File: src/rtl/xmem_param_pkg.sv
// Shared memory-system parameters for the scalar bank path.
// Holds the byte-address width used by the bank and its front-end.
// Compile-time constants only.
package xmem_param_pkg;
  parameter int XMEM_AW = 12;
endpackage

File: src/rtl/scalar_bank_arb_if.sv
// Requester-side bundle of scalar_bank_arb: per-requester request and response lanes.
// Requests are combinationally handshaken (valid/ready); responses arrive 1 cycle later.
// Responses carry no ready: a requester must always accept its read data.
interface scalar_bank_arb_if #(
  parameter int NREQ = 4,
  parameter int DW   = 32
) ();
  import xmem_param_pkg::*;

  logic [NREQ-1:0]                 req_valid;
  logic [NREQ-1:0]                 req_ready;
  logic [NREQ-1:0]                 req_we;
  logic [NREQ-1:0][1:0]            req_len;
  logic [NREQ-1:0][XMEM_AW-1:0]    req_adr;
  logic [NREQ-1:0][DW-1:0]         req_din;
  logic [NREQ-1:0]                 rsp_valid;
  logic [NREQ-1:0][DW-1:0]         rsp_dout;

  // Requesters drive requests and consume grants/responses.
  modport master (
    output req_valid, req_we, req_len, req_adr, req_din,
    input  req_ready, rsp_valid, rsp_dout
  );

  // The arbiter consumes requests and drives grants/responses.
  modport slave (
    input  req_valid, req_we, req_len, req_adr, req_din,
    output req_ready, rsp_valid, rsp_dout
  );
endinterface

File: src/rtl/scalar_bank_arb.sv
// Round-robin front-end mapping NREQ scalar requesters onto the two scalar_bank ports.
// Grant is combinational; read data returns to its requester 1 cycle after acceptance.
// Ungranted requesters see req_ready=0 and retry; no response backpressure.
// Optional SCALAR_ARB_SAME_WORD_EN: withhold the port1 grant on a same-word pair involving a write.
module scalar_bank_arb
  import xmem_param_pkg::*;
#(
  parameter int NREQ = 4,
  parameter int DW   = 32
) (
  input  logic               clk,
  input  logic               rstn,
  scalar_bank_arb_if.slave   req,
  output logic               we0,
  output logic               we1,
  output logic [1:0]         len0,
  output logic [1:0]         len1,
  output logic [XMEM_AW-1:0] adr0,
  output logic [XMEM_AW-1:0] adr1,
  output logic [DW-1:0]      din0,
  output logic [DW-1:0]      din1,
  input  logic [DW-1:0]      dout0,
  input  logic [DW-1:0]      dout1
);

  localparam int PW = $clog2(NREQ);

  logic [PW-1:0] rr_ptr;
  logic [PW-1:0] rr_nxt;
  logic          rd_v0, rd_v1;
  logic [PW-1:0] rd_idx0, rd_idx1;

  logic          g0_v, g1_v;
  logic [PW-1:0] g0_i, g1_i;
  logic [PW-1:0] last_i;

  // Scan from rr_ptr with wrap: first valid requester takes port0, second takes port1.
  always_comb begin
    int idx;
    g0_v = 1'b0;
    g0_i = '0;
    g1_v = 1'b0;
    g1_i = '0;
    idx  = 0;
    if (rstn) begin
      for (int k = 0; k < NREQ; k++) begin
        idx = int'(rr_ptr) + k;
        if (idx >= NREQ) idx = idx - NREQ;
        if (req.req_valid[idx]) begin
          if (!g0_v) begin
            g0_v = 1'b1;
            g0_i = PW'(idx);
          end else if (!g1_v) begin
            g1_v = 1'b1;
            g1_i = PW'(idx);
          end
        end
      end
`ifdef SCALAR_ARB_SAME_WORD_EN
      // A write sharing a word with the other port is serialised: port1 retries later.
      if (g1_v &&
          (req.req_adr[g0_i][XMEM_AW-1:2] == req.req_adr[g1_i][XMEM_AW-1:2]) &&
          (req.req_we[g0_i] || req.req_we[g1_i])) begin
        g1_v = 1'b0;
      end
`endif
    end
  end

  // Pointer moves just past the last requester actually granted this cycle.
  always_comb begin
    last_i = g1_v ? g1_i : g0_i;
    rr_nxt = (last_i == PW'(NREQ - 1)) ? '0 : last_i + PW'(1);
  end

  // Ready lanes and bank port drive; idle ports are driven to all-zero.
  always_comb begin
    req.req_ready = '0;
    if (g0_v) req.req_ready[g0_i] = 1'b1;
    if (g1_v) req.req_ready[g1_i] = 1'b1;
    we0  = g0_v & req.req_we[g0_i];
    len0 = g0_v ? req.req_len[g0_i] : 2'b00;
    adr0 = g0_v ? req.req_adr[g0_i] : '0;
    din0 = g0_v ? req.req_din[g0_i] : '0;
    we1  = g1_v & req.req_we[g1_i];
    len1 = g1_v ? req.req_len[g1_i] : 2'b00;
    adr1 = g1_v ? req.req_adr[g1_i] : '0;
    din1 = g1_v ? req.req_din[g1_i] : '0;
  end

  // Round-robin pointer and per-port one-stage read return pipe.
  always_ff @(posedge clk) begin
    if (!rstn) begin
      rr_ptr  <= '0;
      rd_v0   <= 1'b0;
      rd_v1   <= 1'b0;
      rd_idx0 <= '0;
      rd_idx1 <= '0;
    end else begin
      if (g0_v) rr_ptr <= rr_nxt;
      rd_v0   <= g0_v & ~req.req_we[g0_i];
      rd_v1   <= g1_v & ~req.req_we[g1_i];
      rd_idx0 <= g0_i;
      rd_idx1 <= g1_i;
    end
  end

  // Steer bank read data to its issuing lane; gated by rstn so in-flight reads drop on reset.
  always_comb begin
    req.rsp_valid = '0;
    req.rsp_dout  = '0;
    if (rstn && rd_v0) begin
      req.rsp_valid[rd_idx0] = 1'b1;
      req.rsp_dout[rd_idx0]  = dout0;
    end
    if (rstn && rd_v1) begin
      req.rsp_valid[rd_idx1] = 1'b1;
      req.rsp_dout[rd_idx1]  = dout1;
    end
  end

endmodule

File: src/flat_wrapper.sv
// flat-port wrapper written by rule: the top's interface ports become plain ports
module scalar_bank_arb_flat import xmem_param_pkg::*;
#(
  parameter int NREQ = 4,
  parameter int DW   = 32
)
  (clk, rstn, we0, we1, len0, len1, adr0, adr1, din0, din1, dout0, dout1, req_req_valid, req_req_we, req_req_len, req_req_adr, req_req_din, req_req_ready, req_rsp_valid, req_rsp_dout);
  scalar_bank_arb_if #(.NREQ(NREQ), .DW(DW)) req_i ();
  input  logic clk;
  input  logic rstn;
  output logic we0;
  output logic we1;
  output logic [1:0] len0;
  output logic [1:0] len1;
  output logic [XMEM_AW-1:0] adr0;
  output logic [XMEM_AW-1:0] adr1;
  output logic [DW-1:0] din0;
  output logic [DW-1:0] din1;
  input  logic [DW-1:0] dout0;
  input  logic [DW-1:0] dout1;
  input wire logic [$bits(req_i.req_valid)-1:0] req_req_valid;
  input wire logic [$bits(req_i.req_we)-1:0] req_req_we;
  input wire logic [$bits(req_i.req_len)-1:0] req_req_len;
  input wire logic [$bits(req_i.req_adr)-1:0] req_req_adr;
  input wire logic [$bits(req_i.req_din)-1:0] req_req_din;
  output wire logic [$bits(req_i.req_ready)-1:0] req_req_ready;
  output wire logic [$bits(req_i.rsp_valid)-1:0] req_rsp_valid;
  output wire logic [$bits(req_i.rsp_dout)-1:0] req_rsp_dout;
  assign req_i.req_valid = req_req_valid;
  assign req_i.req_we = req_req_we;
  assign req_i.req_len = req_req_len;
  assign req_i.req_adr = req_req_adr;
  assign req_i.req_din = req_req_din;
  assign req_req_ready = req_i.req_ready;
  assign req_rsp_valid = req_i.rsp_valid;
  assign req_rsp_dout = req_i.rsp_dout;
  scalar_bank_arb #(.NREQ(NREQ), .DW(DW)) u_core (.clk(clk), .rstn(rstn), .req(req_i), .we0(we0), .we1(we1), .len0(len0), .len1(len1), .adr0(adr0), .adr1(adr1), .din0(din0), .din1(din1), .dout0(dout0), .dout1(dout1));
endmodule
File: config.mk
export PLATFORM = sky130hd
export DESIGN_NAME = scalar_bank_arb_flat
export DESIGN_NICKNAME = d
export VERILOG_FILES = /design/src/rtl/xmem_param_pkg.sv /design/src/rtl/scalar_bank_arb_if.sv /design/src/rtl/scalar_bank_arb.sv /design/src/flat_wrapper.sv
export SDC_FILE = /design/constraint.sdc
export NUM_CORES = 1
export LEC_CHECK = 0
export ABC_AREA = 1
export BUFFER_PORTS_ARGS = -buffer_cell sky130_fd_sc_hd__buf_2
export CORE_AREA = 2 2 189 191
export DETAILED_ROUTE_END_ITERATION = 7
export DIE_AREA = 0 0 191 193
export PLACE_DENSITY = 0.46
export RECOVER_POWER = 25
export SLEW_MARGIN = 40
export SYNTH_ARGS = -nofsm -noshare
export SYNTH_HDL_FRONTEND = slang
export SYNTH_SLANG_ARGS = --single-unit
export TNS_END_PERCENT = 5
File: constraint.sdc
create_clock -name clk -period 6.6 [get_ports clk]
set_clock_uncertainty 0.1 [all_clocks]
set_input_delay 0 -clock clk [delete_from_list [all_inputs] [get_ports clk]]
set_output_delay 0 -clock clk [all_outputs]
set_load 0.05 [all_outputs]
==> flow_metrics.env, run 1 <==
export IMPL_initial_utilization_pct=14.7
export IMPL_worst_setup_path_type="reg2out"
export IMPL_drive_gt1_share_pct=33.3
export IMPL_status="finished with violations"
export IMPL_clock_tree_htree_level_count=1
export IMPL_rsz0062_at_grt="no"
export IMPL_synth_area_top_cells="nand2_1 17%, o22ai_1 16%, inv_1 14%, o21ai_0 11%, nor2_1 8.0%"
export IMPL_cts_buffers=3
export IMPL_wl_per_cell_um=18.3
export IMPL_cts_tree="yes"
export IMPL_synth_edff_count=0
export IMPL_drc=0
export IMPL_gp_congestion=0.870
export IMPL_finalCritPeriodShare_pct=60.3
export IMPL_cts_hold_buf=0
export IMPL_irDropWorstVdd_v=0.000337
export IMPL_cts_setup_buffers=0
export IMPL_cp_start_kind="flop"
export IMPL_maxCapViolations=5
export IMPL_core_area_um2=35000
export IMPL_synth_async_reset_ratio_pct=0
export IMPL_required_ps=6500
export IMPL_fmax_mhz=251
export IMPL_ys_types=32
export IMPL_max_stage_delay_ps=640
export IMPL_tightest_slew_ps=1940
export IMPL_crit_path_top_delay_cell="dfxtp_1"
export IMPL_ios=488
export IMPL_first_pass_iters=5
export IMPL_grt_util_all_layers_pct=17.8
export IMPL_path_cells="inv_2 -> nand2_1 -> nand3_2 -> nand2_2 -> ha_1 -> or2_2 -> nand3_1 -> nand3_1 -> nand2_4 -> nor2_2 -> buf_4 -> inv_2 -> o21ai_0 -> nor3_1 -> buf_2"
export IMPL_dieArea_um2=36900
export IMPL_maxSlewViolCount=171
export IMPL_grt_pass1_vias=8535
export IMPL_cts_num_sinks=8
export IMPL_yosysTopAreaCell="nand2_1"
export IMPL_syn_inst=1067
export IMPL_power_density_nw_per_um2=618
export IMPL_synth_seq_area_share_pct=3.11
export IMPL_hold_viol_final=0
export IMPL_slew_limit_headroom_pct=-29.3
export IMPL_vias=8984
export IMPL_tns_ps=0
export IMPL_hold_slack_ps=56.4
export IMPL_grt_max_degree=49
export IMPL_setup_viol=0
export IMPL_antenna_found_initial=3
export IMPL_violations="max-capacitance violations, max-slew violations"
export IMPL_io_buffer_count=487
export IMPL_fin_nets=1765
export IMPL_worstSetupEndpointType="output port"
export IMPL_worstPathArrival_ps=3880
export IMPL_ys_warn_count=0
export IMPL_synthToLayoutAreaGrowth_pct=54.6
export IMPL_num_rows=69
export IMPL_viasPerCell=4.57
export IMPL_dp_hpwl_um=28400
export IMPL_synth_common_cells="230 x nand2_1, 187 x inv_1, 130 x o22ai_1"
export IMPL_synth_most_common_cell="nand2_1"
export IMPL_path_buf_inv=4
export IMPL_drt_initial_drc_count=384
export IMPL_synth_flop_cell="dfxtp_1"
export IMPL_synth_top_area_share_pct=16.8
export IMPL_cp_top_family="simple AND/OR/NAND/NOR gates"
export IMPL_die_x_um=191
export IMPL_clock_latency_ps=230
export IMPL_root_buffer="clkbuf_16"
export IMPL_syn_cell_area_um2=5140
export IMPL_clk_pin_slew_ps=40
export IMPL_grt_pass1_wl_um=50700
export IMPL_clockBufferDepth=2
export IMPL_leakagePower_nw=4.59
export IMPL_path_max_fanout=26
export IMPL_fin_crit_ps=3980
export IMPL_synth_seq_cells=8
export IMPL_cts_resized=0
export IMPL_drtAntennaViolNets=0
export IMPL_min_path_type="in2reg"
export IMPL_die_height_um=193
export IMPL_syn_avg_cell_area_um2=4.82
export IMPL_gr_total_overflow=0
export IMPL_drt_total_wl_um=36100
export IMPL_synth_fp_nets=1327
==> per-layer routing <==
layer | vias to the layer above | routed length, um | GRT usage, %
met5 | - | 15 | 0
met4 | 2 | 792 | 5.07
met3 | 42 | 2770 | 2.70
met2 | 468 | 19000 | 34.9
met1 | 4121 | 13600 | 19.7
li1 | 4351 | - | -
==> state kept, by name, indices dropped and copies added, names as in the netlist <==
signal          flops
u_core.rd_idx0      2
u_core.rd_idx1      2
u_core.rr_ptr       2
u_core.rd_v0        1
u_core.rd_v1        1
==> layout by cell type (no fill, tap or decap), types with 10 or more instances in the layout <==
| cell type | instances |
|---|---|
| nand2_2 | 16 |
| o21ai_1 | 20 |
| inv_1 | 187 |
| o22ai_1 | 130 |
| or2_2 | 11 |
| inv_2 | 10 |
| nor3_1 | 40 |
| nand3_1 | 60 |
| nor2_1 | 109 |
| o21ai_0 | 114 |
| or2_1 | 29 |
| nand2_1 | 229 |
| clkbuf_1 | 59 |
| buf_2 | 433 |
==> final timing paths <==
| kind | startpoint | to | slack (ps) | cells after the start |
|---|---|---|---|---|
| max reg2reg | u_core.rr_ptr[0] | u_core.rd_v0 | 3310 | 14 |
| min | req_req_we[1] | u_core.rd_v0 | 60 | 4 |
| max | u_core.rr_ptr[0] | din0[27] | 2620 | 15 |
| min reg2reg | u_core.rr_ptr[1] | u_core.rr_ptr[1] | 530 | 4 |
==> per-stage QoR <==
stage	cell area [um^2]	power (mW)	std cells	util [%]	setup slack, ps
2_1_floorplan	5140	3.64	1067	-	3420
3_3_place_gp	7930	4.85	1960	22.7	2700
3_5_place_dp	7960	4.85	1961	22.8	2870
5_1_grt	7950	5.25	1966	22.7	2250
4_1_cts	8030	4.96	1964	23.0	2610
6_report	7950	4.91	1967	22.7	2620
==> power by group <==
group          internal [mW]  switching (mW)
Clock                 0.0783          0.0253
Sequential            0.0688          0.0285
Combinational           1.01            3.70
==> cell type report <==
class                           count  area [um^2]
Fill cell                        4180        27000
Multi-Input combinational cell    793         3930
Timing Repair Buffer              501         2460
Inverter                          198          743
Tap cell                          461          577
Sequential cell                     8          160
Clock buffer                        3         75.1
Antenna cell                        3         7.51
==> worst register-to-register path: stages (launching register included) <==
cell and delay [ps]:
dfxtp_1 640, inv_2 200, nand2_1 150, nand3_2 90, nand2_2 160, ha_1 250
or2_2 290, nand3_1 70, nand3_1 110, nand2_4 150, nand2_4 290, inv_1 350
nand2_1 80, o21ai_1 110, nor3_1 100
==> kinds of logic (layout without fill, tap and decap cells) <==
logic type	count (synthesis)	count (layout)	share of synthesized area [%]
fa+ha+maj	2	2	0.486
flops	8	8	3.11
other cells	0	3	0
simple gates	515	515	45.0
compound gates	276	276	30.5
buf+inv	266	702	20.9
(Power assumes the default switching activity.)
==> inputs of run 2 (changes only) <==
- ABC_AREA: 1 -> 0
- CORE_AREA: 2 2 189 191 -> 2 2 191 193
- DIE_AREA: 0 0 191 193 -> 0 0 193 195
- PLACE_DENSITY: 0.46 -> 0.47
- clock period: 6.6 -> 4.15 ns (I/O delays scaled with it)
==> run 2 against run 1 <==
Net effect:
- the run still ends with max-capacitance violations, max-slew violations left
- total power is 48% lower
- count of clock-buffer cells in the layout stayed put
- wire length is 3.4% lower
- clock power is 61% higher
- die area is 2.1% higher
- setup slack worse by 2100 ps
- first-iteration DRC count is 12% lower
- final area is 6.2% higher
- critical endpoint is now adr0[8]
- highest routed layer unchanged
==> flow_metrics.env, run 2 <==
export IMPL_worst_slack_ps=472
export IMPL_die_x_um=193
export IMPL_num_rows=69
export IMPL_syn_inst=702
export IMPL_final_util_pct=23.9
export IMPL_ios=488
export IMPL_cts_num_sinks=8
export IMPL_setup_viol=0
export IMPL_drt_initial_drc_count=337
export IMPL_synth_seq_area_share_pct=2.92
export IMPL_irDropWorstVdd_v=0.000145
export IMPL_synth_edff_count=0
export IMPL_first_pass_iters=5
export IMPL_worstSetupEndpointType="output port"
export IMPL_final_cells=1599
export IMPL_synth_seq_cells=8
export IMPL_cts_buffers=3
export IMPL_slew_limit_headroom_pct=-25.5
export IMPL_grt_util_all_layers_pct=17.0
export IMPL_synth_top_area_share_pct=20.6
export IMPL_syn_avg_cell_area_um2=7.80
export IMPL_rsz0062_at_grt="no"
export IMPL_antenna_found_initial=3
export IMPL_final_common_cell="buf_2"
export IMPL_report_power_total_mw=2.54
export IMPL_io_buffer_count=487
export IMPL_synth_common_cells="162 x nand2_1, 129 x a22o_1, 52 x nor2b_1"
export IMPL_worst_setup_path_type="reg2out"
export IMPL_synthToLayoutAreaGrowth_pct=54.2
export IMPL_hold_slack_ps=113
export IMPL_synth_fp_nets=962
export IMPL_gr_total_overflow=0
export IMPL_die_height_um=195
export IMPL_ys_warn_count=0
export IMPL_dp_hpwl_um=27900
export IMPL_place_ws_ps=559
export IMPL_ys_types=64
export IMPL_dieArea_um2=37600
export IMPL_violations="max-capacitance violations, max-slew violations"
export IMPL_min_path_type="in2reg"
export IMPL_drt_total_wl_um=34900
export IMPL_reg2reg_depth=9
export IMPL_drtAntennaViolNets=0
export IMPL_cp_start_kind="flop"
export IMPL_leakagePower_nw=4.05
export IMPL_design_area_um2=8450
export IMPL_worstPathArrival_ps=3580
export IMPL_tightest_slew_ps=1880
export IMPL_clock_latency_ps=230
export IMPL_synth_flop_cell="dfxtp_1"
export IMPL_fin_crit_ps=3680
export IMPL_path_max_fanout=25
export IMPL_place_area_um2=8430
export IMPL_rrSetupSlack_ps=880
export IMPL_top_regs="u_core.rd_idx0 x2, u_core.rd_idx1 x2, u_core.rr_ptr x2"
export IMPL_grt_pass1_wl_um=48700
export IMPL_initial_utilization_pct=15.5
export IMPL_viasPerCell=5.00
export IMPL_place_inst=1594
export IMPL_clk_pin_slew_ps=40
export IMPL_status="finished with violations"
export IMPL_grt_pass1_vias=7753
export IMPL_maxSlewViolCount=103
export IMPL_core_area_um2=35400
export IMPL_yosysTopAreaCell="a22o_1"
export IMPL_maxCapViolations=3
export IMPL_finalCritPeriodShare_pct=88.6
export IMPL_wl_per_cell_um=21.8
export IMPL_drc=0
export IMPL_fmax_mhz=272
export IMPL_synth_most_common_cell="nand2_1"
export IMPL_synth_area_top_cells="a22o_1 21%, mux4_2 20%, nand2_1 11%, nor2b_1 5.9%, a311oi_1 3.4%"
export IMPL_drive_gt1_share_pct=49.2
export IMPL_fin_nets=1399
export IMPL_cts_setup_buffers=0
export IMPL_gp_congestion=0.832
export IMPL_root_buffer="clkbuf_16"
export IMPL_required_ps=4050
export IMPL_vias=7998
export IMPL_tns_ps=0
export IMPL_cts_tree="yes"
export IMPL_clock_tree_htree_level_count=1
export IMPL_layout_common_cells="431 x buf_2, 161 x nand2_1, 129 x a22o_1"
export IMPL_clockBufferDepth=2
export IMPL_power_density_nw_per_um2=301
export IMPL_hold_viol_final=0
export IMPL_syn_cell_area_um2=5480
export IMPL_hold_depth=3
export IMPL_grt_max_degree=35
export IMPL_synth_async_reset_ratio_pct=0
export IMPL_cts_hold_buf=0
export IMPL_cts_resized=0
## run 2: changes by cell type after synthesis, moves of 20 or more
cell,previous run,this run
nand2_1,230,162
nor2b_1,0,52
nor3_1,40,6
and3_1,0,29
nand3_1,60,4
mux4_2,0,48
or2_1,29,0
a22o_1,0,129
o22ai_1,130,1
nor2_1,109,12
inv_1,187,5
o21ai_0,114,10
o21ai_1,20,0
a311oi_1,0,21
## run 2: final timing paths
check / to / from
worst max-delay path: adr0[8] / u_core.rr_ptr[1]
worst min-delay path: u_core.rr_ptr[1] / rstn
worst max register to register: u_core.rd_v1 / u_core.rr_ptr[1]
worst min register to register: u_core.rr_ptr[1] / u_core.rr_ptr[1]
## run 2: layout make-up
cell class	count	area [um^2]
fillers	4025	27000
multi-input cells	597	4840
repair buffers	521	2750
well taps	461	577
flip-flops and latches	8	161
clock buffers	3	75.1
inverters	8	32.5
diodes	1	2.50
## run 2: logic make-up after synthesis
family,Yosys count,share of synthesized area (%)
DFF,8,2.92
xor gates and xnor gates,3,0.480
muxes,55,21.2
and+or+nand+nor,296,26.3
buffers and inverters,97,9.66
AOI/OAI and AO/OA,240,38.8
adders and majority gates,3,0.639
## run 2: report_power, final
group	leakage (nW)	switching, mW	internal, mW
clock	0.0370	0.0420	0.125
combinational	3.95	1.52	0.734
sequential	0.0666	0.0280	0.0922
## run 2: worst max-delay path, cell delays in order (launching register included)
cell and delay [ps]:
dfxtp_1 490, mux2i_2 360, a21oi_1 140, ha_1 320, nand2b_1 160, o311a_1 140
o21ai_0 210, a31o_4 520, buf_12 240, mux4_2 350, nor2b_1 150, buf_2 220
## run 2: layer usage
| metal | vias up | global-route usage (%) | routed length [um] |
|---|---|---|---|
| li1 | 3632 | - | - |
| met1 | 3881 | 19.2 | 13100 |
| met2 | 449 | 33.1 | 18400 |
| met3 | 30 | 3.15 | 2710 |
| met4 | 6 | 2.50 | 614 |
| met5 | - | 0 | 41 |
